==> config.mk <==
export PLATFORM = sky130hd
export DESIGN_NAME = out_port_arbiter
export DESIGN_NICKNAME = d
export VERILOG_FILES = /design/src/rtl/out_port_arbiter_pkg.sv /design/src/rtl/rr_picker.sv /design/src/rtl/out_port_arbiter.sv
export SDC_FILE = /design/constraint.sdc
export NUM_CORES = 1
export LEC_CHECK = 0
export BUFFER_PORTS_ARGS = -buffer_cell sky130_fd_sc_hd__clkbuf_2
export CORE_ASPECT_RATIO = 1.2
export CORE_MARGIN = 2
export CORE_UTILIZATION = 49
export CTS_BUF_LIST = sky130_fd_sc_hd__clkbuf_4 sky130_fd_sc_hd__clkbuf_8 sky130_fd_sc_hd__clkbuf_16
export DETAILED_ROUTE_END_ITERATION = 8
export GPL_TIMING_DRIVEN = 1
export PLACE_DENSITY = 0.82
export SKIP_CTS_REPAIR_TIMING = 1
export SLEW_MARGIN = 15
export SYNTH_ARGS = -nofsm -noshare
export SYNTH_HDL_FRONTEND = slang
export SYNTH_SLANG_ARGS = --single-unit
==> constraint.sdc <==
create_clock -name clock -period 2.18 [get_ports clock]
set_input_delay 0.109 -clock clock [delete_from_list [all_inputs] [get_ports clock]]
set_output_delay 0.109 -clock clock [all_outputs]
set_load 0.01 [all_outputs]
==> src/rtl/out_port_arbiter_pkg.sv <==
// Shared types and helpers for the output-port arbiter: packet layout, FSM states, byte select.
package out_port_arbiter_pkg;

  localparam int unsigned PKT_BYTES = 4;
  localparam int unsigned BYTE_W    = 8;
  localparam int unsigned CNT_W     = $clog2(PKT_BYTES);

  typedef struct packed {
    logic [3:0]  src;
    logic [3:0]  dest;
    logic [23:0] data;
  } pkt_t;

  typedef enum logic {
    IDLE = 1'b0,
    SEND = 1'b1
  } arb_state_t;

  // Wire order: header byte first, then data most-significant byte first.
  function automatic logic [BYTE_W-1:0] pkt_byte(input pkt_t p, input logic [CNT_W-1:0] k);
    logic [BYTE_W-1:0] b;
    case (k)
      2'd0:    b = {p.src, p.dest};
      2'd1:    b = p.data[23:16];
      2'd2:    b = p.data[15:8];
      default: b = p.data[7:0];
    endcase
    return b;
  endfunction

endpackage

==> src/rtl/rr_picker.sv <==
// Combinational round-robin search: first requester at or after i_rr_ptr, modulo NUM_IN.
module rr_picker #(
  parameter int unsigned NUM_IN = 4,
  parameter int unsigned ID_W   = $clog2(NUM_IN)
) (
  input  logic [NUM_IN-1:0] i_req,
  input  logic [ID_W-1:0]   i_rr_ptr,
  output logic              o_found_c,
  output logic [ID_W-1:0]   o_winner_c
);

  localparam int unsigned SUM_W = ID_W + 1;
  localparam logic [SUM_W-1:0] NUM_IN_W = SUM_W'(NUM_IN);

  logic [SUM_W-1:0] w_sum;

  // Scan highest offset first so the nearest requester is the last one written.
  always_comb begin
    o_found_c  = 1'b0;
    o_winner_c = '0;
    w_sum      = '0;
    for (int k = NUM_IN - 1; k >= 0; k--) begin
      w_sum = {1'b0, i_rr_ptr} + SUM_W'(k);
      if (w_sum >= NUM_IN_W) w_sum = w_sum - NUM_IN_W;
      if (i_req[ID_W'(w_sum)]) begin
        o_found_c  = 1'b1;
        o_winner_c = ID_W'(w_sum);
      end
    end
  end

endmodule

==> src/rtl/out_port_arbiter.sv <==
// Round-robin arbiter for one router output port; latches the winning packet and
// sends it as four byte transfers on the free/put/payload handshake.
module out_port_arbiter
  import out_port_arbiter_pkg::*;
#(
  parameter int unsigned NUM_IN = 4,
  parameter int unsigned ID_W   = $clog2(NUM_IN)
) (
  input  logic                clock,
  input  logic                reset_n,
  input  logic [NUM_IN-1:0]   req,
  input  pkt_t                pkt_in [NUM_IN],
  output logic [NUM_IN-1:0]   ack,
  input  logic                free_outbound,
  output logic                put_outbound,
  output logic [BYTE_W-1:0]   payload_outbound,
  output logic                busy,
  output logic [ID_W-1:0]     grant_id
);

  arb_state_t          r_state,    w_state_nxt;
  logic [ID_W-1:0]     r_rr_ptr,   w_rr_ptr_nxt;
  logic [CNT_W-1:0]    r_byte_cnt, w_byte_cnt_nxt;
  pkt_t                r_pkt,      w_pkt_nxt;
  logic                r_put,      w_put_nxt;
  logic [BYTE_W-1:0]   r_payload,  w_payload_nxt;
  logic [NUM_IN-1:0]   r_ack,      w_ack_nxt;
  logic                r_busy,     w_busy_nxt;
  logic [ID_W-1:0]     r_grant_id, w_grant_id_nxt;

  logic                w_found;
  logic [ID_W-1:0]     w_winner;

  rr_picker #(
    .NUM_IN (NUM_IN),
    .ID_W   (ID_W)
  ) u_rr_picker (
    .i_req      (req),
    .i_rr_ptr   (r_rr_ptr),
    .o_found_c  (w_found),
    .o_winner_c (w_winner)
  );

  always_ff @(posedge clock or negedge reset_n) begin
    if (!reset_n) begin
      r_state    <= IDLE;
      r_rr_ptr   <= '0;
      r_byte_cnt <= '0;
      r_pkt      <= '0;
      r_put      <= 1'b0;
      r_payload  <= '0;
      r_ack      <= '0;
      r_busy     <= 1'b0;
      r_grant_id <= '0;
    end else begin
      r_state    <= w_state_nxt;
      r_rr_ptr   <= w_rr_ptr_nxt;
      r_byte_cnt <= w_byte_cnt_nxt;
      r_pkt      <= w_pkt_nxt;
      r_put      <= w_put_nxt;
      r_payload  <= w_payload_nxt;
      r_ack      <= w_ack_nxt;
      r_busy     <= w_busy_nxt;
      r_grant_id <= w_grant_id_nxt;
    end
  end

  // put and ack are single-edge pulses by default; everything else holds.
  always_comb begin
    w_state_nxt    = r_state;
    w_rr_ptr_nxt   = r_rr_ptr;
    w_byte_cnt_nxt = r_byte_cnt;
    w_pkt_nxt      = r_pkt;
    w_put_nxt      = 1'b0;
    w_payload_nxt  = r_payload;
    w_ack_nxt      = '0;
    w_busy_nxt     = r_busy;
    w_grant_id_nxt = r_grant_id;

    case (r_state)
      IDLE: begin
        if (w_found && free_outbound) begin
          w_pkt_nxt      = pkt_in[w_winner];
          w_grant_id_nxt = w_winner;
          w_ack_nxt      = NUM_IN'(1) << w_winner;
          w_byte_cnt_nxt = '0;
          w_busy_nxt     = 1'b1;
          w_state_nxt    = SEND;
        end
      end
      SEND: begin
        w_put_nxt      = 1'b1;
        w_payload_nxt  = pkt_byte(r_pkt, r_byte_cnt);
        w_byte_cnt_nxt = r_byte_cnt + CNT_W'(1);
        if (r_byte_cnt == CNT_W'(PKT_BYTES - 1)) begin
          w_state_nxt  = IDLE;
          w_busy_nxt   = 1'b0;
          w_rr_ptr_nxt = (r_grant_id == ID_W'(NUM_IN - 1)) ? '0 : r_grant_id + ID_W'(1);
        end
      end
      default: w_state_nxt = IDLE;
    endcase
  end

  assign ack              = r_ack;
  assign put_outbound     = r_put;
  assign payload_outbound = r_payload;
  assign busy             = r_busy;
  assign grant_id         = r_grant_id;

endmodule

==> results of run 1 <==
[cell families (layout without fill, tap and decap cells)]
group	after synthesis	in the layout	synth area share, %
buffers and inverters	38	174	6.62
AOI/OAI and AO/OA	93	93	29.4
and+or+nand+nor	92	92	13.0
DFF	53	53	37.1
adders and majority gates	5	5	1.75
muxes	42	42	12.1
[stage by stage]
stage	std cells	cell area, µm²
after global routing	549	4470
after detailed placement	540	4360
after global placement	540	4360
after floorplan	323	3570
after CTS	548	4460
final	549	4470
[cells in the final DEF (no fill, tap or decap), types with 2 or more instances in the layout]
master and instances:
a211oi_2 26, nand2_1 16, a21oi_1 2, inv_1 5
ha_1 5, dfrtp_1 53, o21ai_0 4, clkbuf_2 150
a21o_1 2, nor3_1 2, a211oi_1 6, mux2i_1 33
buf_12 4, nor2_1 32, a222oi_1 8, buf_4 6
and3_1 34, o21ai_1 9, a2111oi_0 5, a2111oi_2 26
clkbuf_8 7, mux2_2 9
[Yosys cell counts, drive strengths merged (2+ instances only)]
library cell  count  area share (%)
dfrtp            53              37
a21oi             3            0.74
nor3              2            0.28
and3             34             6.0
buf              19             4.6
nand2            17             2.0
mux2              9             2.8
a222oi            8             2.2
and2              2            0.35
o21ai            13             1.8
clkbuf           14             1.5
a21o              2            0.42
ha                5             1.8
a211oi           32              10
inv               5            0.53
nor2             33             3.5
mux2i            33             9.3
a2111oi          32              12
[how the worst max path moves through the flow]
stage / depth (start not counted) / endpoint / start / slack (ns)
floorplan: 7 / r_pkt[27] / r_rr_ptr[1] / 0.52
detailed placement: 6 / r_pkt[9] / r_rr_ptr[1] / 0.03
global route: 5 / r_pkt[26] / r_rr_ptr[0] / 0.02
finish: 6 / r_pkt[9] / r_rr_ptr[1] / 0.12
CTS: 6 / r_pkt[9] / r_rr_ptr[1] / 0.01
global placement: 6 / r_pkt[9] / r_rr_ptr[1] / 0.15
[power by group]
group / leakage (nW) / internal [W] / switching [W]
registers: 0.609 / 0.00145 / 0.000340
clock network: 0.0542 / 0.000288 / 0.000316
logic: 1.46 / 0.00131 / 0.00157
[state kept, by name, indices dropped and copies added, names as in the netlist, 2 cells and up]
name and flops:
ack 4, grant_id 2, payload_outbound 8, r_byte_cnt 2
r_pkt 32, r_rr_ptr 2
[cell type report]
class	count	area share (%)
multi-input combinational	232	45.3
clock buffer	7	2.16
clock inverter	1	0.112
tap	90	2.52
inverter	5	0.420
sequential	53	29.7
timing repair buffer	161	19.8
[worst reg2reg max path: cells and delay by family (launching register included)]
family | cells | cell delay (ns)
mux | 1 | 0.19
flops | 1 | 0.46
buf+inv | 1 | 0.22
compound gates | 3 | 0.86
simple gates | 1 | 0.16
[layer usage]
layer	vias to the layer above	GRT usage, %	part of all wire [%]
met3	20	2.88	5.9
li1	1512	-	-
met4	0	8.72	2.3
met1	1520	30.8	39
met2	132	44.0	53
met5	-	0	0
==> flow_metrics.tcl, run 1 <==
set metrics [dict create \
    status "finished clean" \
    synth_edf_count 0 \
    syn_inst 323 \
    yosysUniqueCellTypes 33 \
    vias_per_cell 5.80 \
    floorplan.initialDensity_pct 50.0 \
    core-area_mm2 0.00715 \
    die_area_mm2 0.00799 \
    skew_ns 0.00526 \
    numCtsBuffers 5 \
    drv_cap 0 \
    path_cells "mux2i_1, a21oi_4, nand2_4, buf_12, a2111oi_1, a211oi_1" \
    hold_viol 0 \
    ys.flop_type "dfrtp_1" \
    regToRegStartpoint "r_rr_ptr[1]" \
    n_antenna_cell 0 \
    nNetsFinal 598 \
    tightest_slew_ns 0.913 \
    yosys_warnings 0 \
    grt.overflow.total 0 \
    max_freq_mhz 487 \
    multi_input_area_mm2 0.00202 \
    min_delay_path_depth 3 \
    pre_cts_slack_ns 0.0274 \
    drc 0 \
    synth-seq-area-share_pct 37.1 \
    synth_async_sr_flop_share_pct 100 \
    total_power_w 0.00527 \
    rrSetupSlack_ns 0.12 \
    place_congestion 0.820 \
    hold_start "pkt_in[111]" \
    wirelength_um 9640 \
    holdCritPathClass "in2reg" \
    place_hpwl_um 7310 \
    r2r_cells 6 \
    cellLeakagePower_nw 2.13 \
    synth.ff_latch_count 53 \
    io-pin-count 151 \
    drive_above_1_share_pct 51.6 \
    period_needed_ns 2.06 \
    whs_ns 0.121 \
    synthesis.area_mm2 0.00357 \
    final_util_pct 62.5 \
    cts_tree "yes" \
    drtAntennaViolNets 0 \
    rsz0062_at_grt "false" \
    slowest_delay_ns 0.56 \
    wl_per_cell_um 17.6 \
    vdd_drop_max_v 0.000682 \
    critPathTopFamily "compound AO/OA/AOI/OAI gates" \
    worst-path-buf-inv 1 \
    cts_sinks 53 \
    cp_max_fo 25 \
    syn_nets 463 \
    via_count 3184 \
    clock_path_buffers 2 \
    p_per_area_mw_per_mm2 1180 \
    setup_ws_ns 0.125 \
    die_w_um 81.9 \
    io_buffers 150 \
    grt_pass1_wl_um 15500 \
    crit_type "reg2reg" \
    grt_pass1_vias 3282 \
    syn_avg_cell_area_um2 11.1 \
    end_kind "flop" \
    worstPathArrival_ns 2.20 \
    finalSetupTns_ns 0 \
    critPathLaunchType "flop" \
    die_height_um 97.5 \
    finalCritPeriodShare_pct 94.3 \
    cpMaxStageDelayCell "a2111oi_1" \
    fill_cells 614 \
    drtPass1Iterations 7 \
    drt-initial-drc-count 235 \
    path_clk_slew_ns 0.09 \
    grt_max_degree 54 \
    r2r-end "r_pkt[9]" \
    area_growth_pct 25.2 \
    antenna_found_initial 0 \
    ctsRootBufferMaster "clkbuf_8" \
    relSlewSlack_pct 39.1 \
    clk_latency_ns 0.31 \
    final_max_slew_viol_count 0 \
    num_rows 34 \
    htreeDepth 2 \
    min_to "r_pkt[15]" \
    finalSetupViolCount 0 \
    track_usage_pct 25.0 \
    cp.required_ns 2.33 \
    seqCellArea_mm2 0.00133 \
]
No activity file was read; power rests on OpenSTA's default activity.
==> run 2: changes to the inputs <==
BUFFER_PORTS_ARGS = default   (was -buffer_cell sky130_fd_sc_hd__clkbuf_2)
CORE_UTILIZATION = 60   (was 49)
DONT_BUFFER_PORTS = 1   (was default)
PLACE_DENSITY = 0.76   (was 0.82)
==> run 2 against run 1 <==
  * Via count shrank 17%
  * Maximum frequency grew 8.7%
  * Critical path type unchanged
  * Clock skew is essentially flat
  * Highest routed layer unchanged
  * Routed wire length shrank 11%
==> flow_metrics.tcl, run 2 (synthesized netlist as in run 1, its figures left out) <==
set metrics [dict create \
    finalSetupViolCount 0 \
    mostFrequentLayoutCell "dfrtp_1" \
    regToRegStartpoint "r_rr_ptr[1]" \
    die_height_um 88.5 \
    drive_above_1_share_pct 28.2 \
    min_delay_path_depth 2 \
    track_usage_pct 27.1 \
    drtAntennaViolNets 0 \
    fill_cells 476 \
    wl_per_cell_um 21.9 \
    clk_latency_ns 0.31 \
    nNetsFinal 449 \
    rsz0062_at_grt "false" \
    core-area_mm2 0.00571 \
    grt_pass1_wl_um 13400 \
    hold_viol 0 \
    holdCritPathClass "in2reg" \
    cp_max_fo 33 \
    antenna_found_initial 0 \
    largest_reg_flops 32 \
    wirelength_um 8530 \
    largest_register "r_pkt" \
    p_per_area_mw_per_mm2 1340 \
    relSlewSlack_pct 57.8 \
    critPathLaunchType "flop" \
    clock_path_buffers 2 \
    r2r_cells 6 \
    skew_ns 0.00543 \
    place_hpwl_um 6210 \
    multi_input_area_mm2 0.00202 \
    finalCritPeriodShare_pct 86.7 \
    crit_type "reg2reg" \
    drc 0 \
    n_antenna_cell 0 \
    via_count 2645 \
    final_cell_mix "dfrtp_1 (53), and3_1 (34), mux2i_1 (33), nor2_1 (32)" \
    io-pin-count 151 \
    cellLeakagePower_nw 1.50 \
    numCtsBuffers 5 \
    grt_max_degree 54 \
    vdd_drop_max_v 0.000596 \
    end_kind "flop" \
    vias_per_cell 6.80 \
    max_freq_mhz 529 \
    final_max_slew_viol_count 0 \
    path_clk_slew_ns 0.09 \
    drv_cap 0 \
    finalSetupTns_ns 0 \
    hold_start "pkt_in[99]" \
    rrSetupSlack_ns 0.29 \
    min_to "r_pkt[3]" \
    area_growth_pct 4.20 \
    htreeDepth 2 \
    num_rows 30 \
    period_needed_ns 1.89 \
    cts_sinks 53 \
    floorplan.initialDensity_pct 62.6 \
    r2r-end "r_pkt[6]" \
    die_w_um 74.4 \
    cts_tree "yes" \
    grt_pass1_vias 2589 \
    die_area_mm2 0.00659 \
    cp.required_ns 2.36 \
    status "finished clean" \
    ctsRootBufferMaster "clkbuf_8" \
    place_congestion 0.838 \
    seqCellArea_mm2 0.00133 \
    drt-initial-drc-count 160 \
    grt.overflow.total 0 \
    drtPass1Iterations 5 \
    setup_ws_ns 0.289 \
    tightest_slew_ns 0.633 \
    worstPathArrival_ns 2.07 \
    io_buffers 0 \
    pre_cts_slack_ns 0.275 \
    total_power_w 0.00498 \
]
==> run 2: how the worst max path moves through the flow <==
stage / start / to / slack [ns] / cells past startpoint
3_5_place_dp: r_rr_ptr[1] / r_pkt[6] / 0.27 / 6
6_report: r_rr_ptr[1] / r_pkt[6] / 0.29 / 6
5_1_grt: r_rr_ptr[1] / r_pkt[8] / 0.11 / 6
2_1_floorplan: r_rr_ptr[1] / r_pkt[27] / 0.52 / 7
4_1_cts: r_rr_ptr[1] / r_pkt[6] / 0.28 / 6
3_3_place_gp: r_rr_ptr[1] / r_pkt[6] / 0.39 / 6
==> run 2: power by group <==
| part | internal, W | switching, W |
|---|---|---|
| logic | 0.00115 | 0.00140 |
| clock network | 0.000252 | 0.000317 |
| registers | 0.00145 | 0.000413 |
==> run 2: final cells by class <==
class | count | area share [%]
clock inverter | 1 | 0.202
timing repair buffer | 12 | 4.37
sequential | 53 | 35.6
clock buffer | 6 | 2.22
tap | 80 | 2.69
multi-input combinational | 232 | 54.4
inverter | 5 | 0.504
==> run 2: layer usage <==
layer	vias to the layer above	share of wire, %	track usage (%)
met4	0	2.3	8.93
met5	-	0	0
met2	128	50	42.3
met1	1286	41	38.1
met3	15	6.7	5.01
li1	1216	-	-
==> run 2: critical path, cell delays in order (launching register included) <==
cell       delay, ns
dfrtp_1         0.48
mux2i_1         0.32
a21oi_4         0.10
buf_4           0.23
and3_1          0.20
a2111oi_0       0.33
a211oi_1        0.08
==> run 2: per-stage QoR <==
step	std cells	instance area, µm²	util (%)	hold WS [ns]
after floorplan	323	3570	-	-0.187
after global placement	380	3590	63.0	-0.186
after detailed placement	380	3590	63.0	-0.185
after CTS	387	3680	64.6	-0.527
after global routing	389	3720	65.2	0.00117
final	389	3720	65.2	0.00657
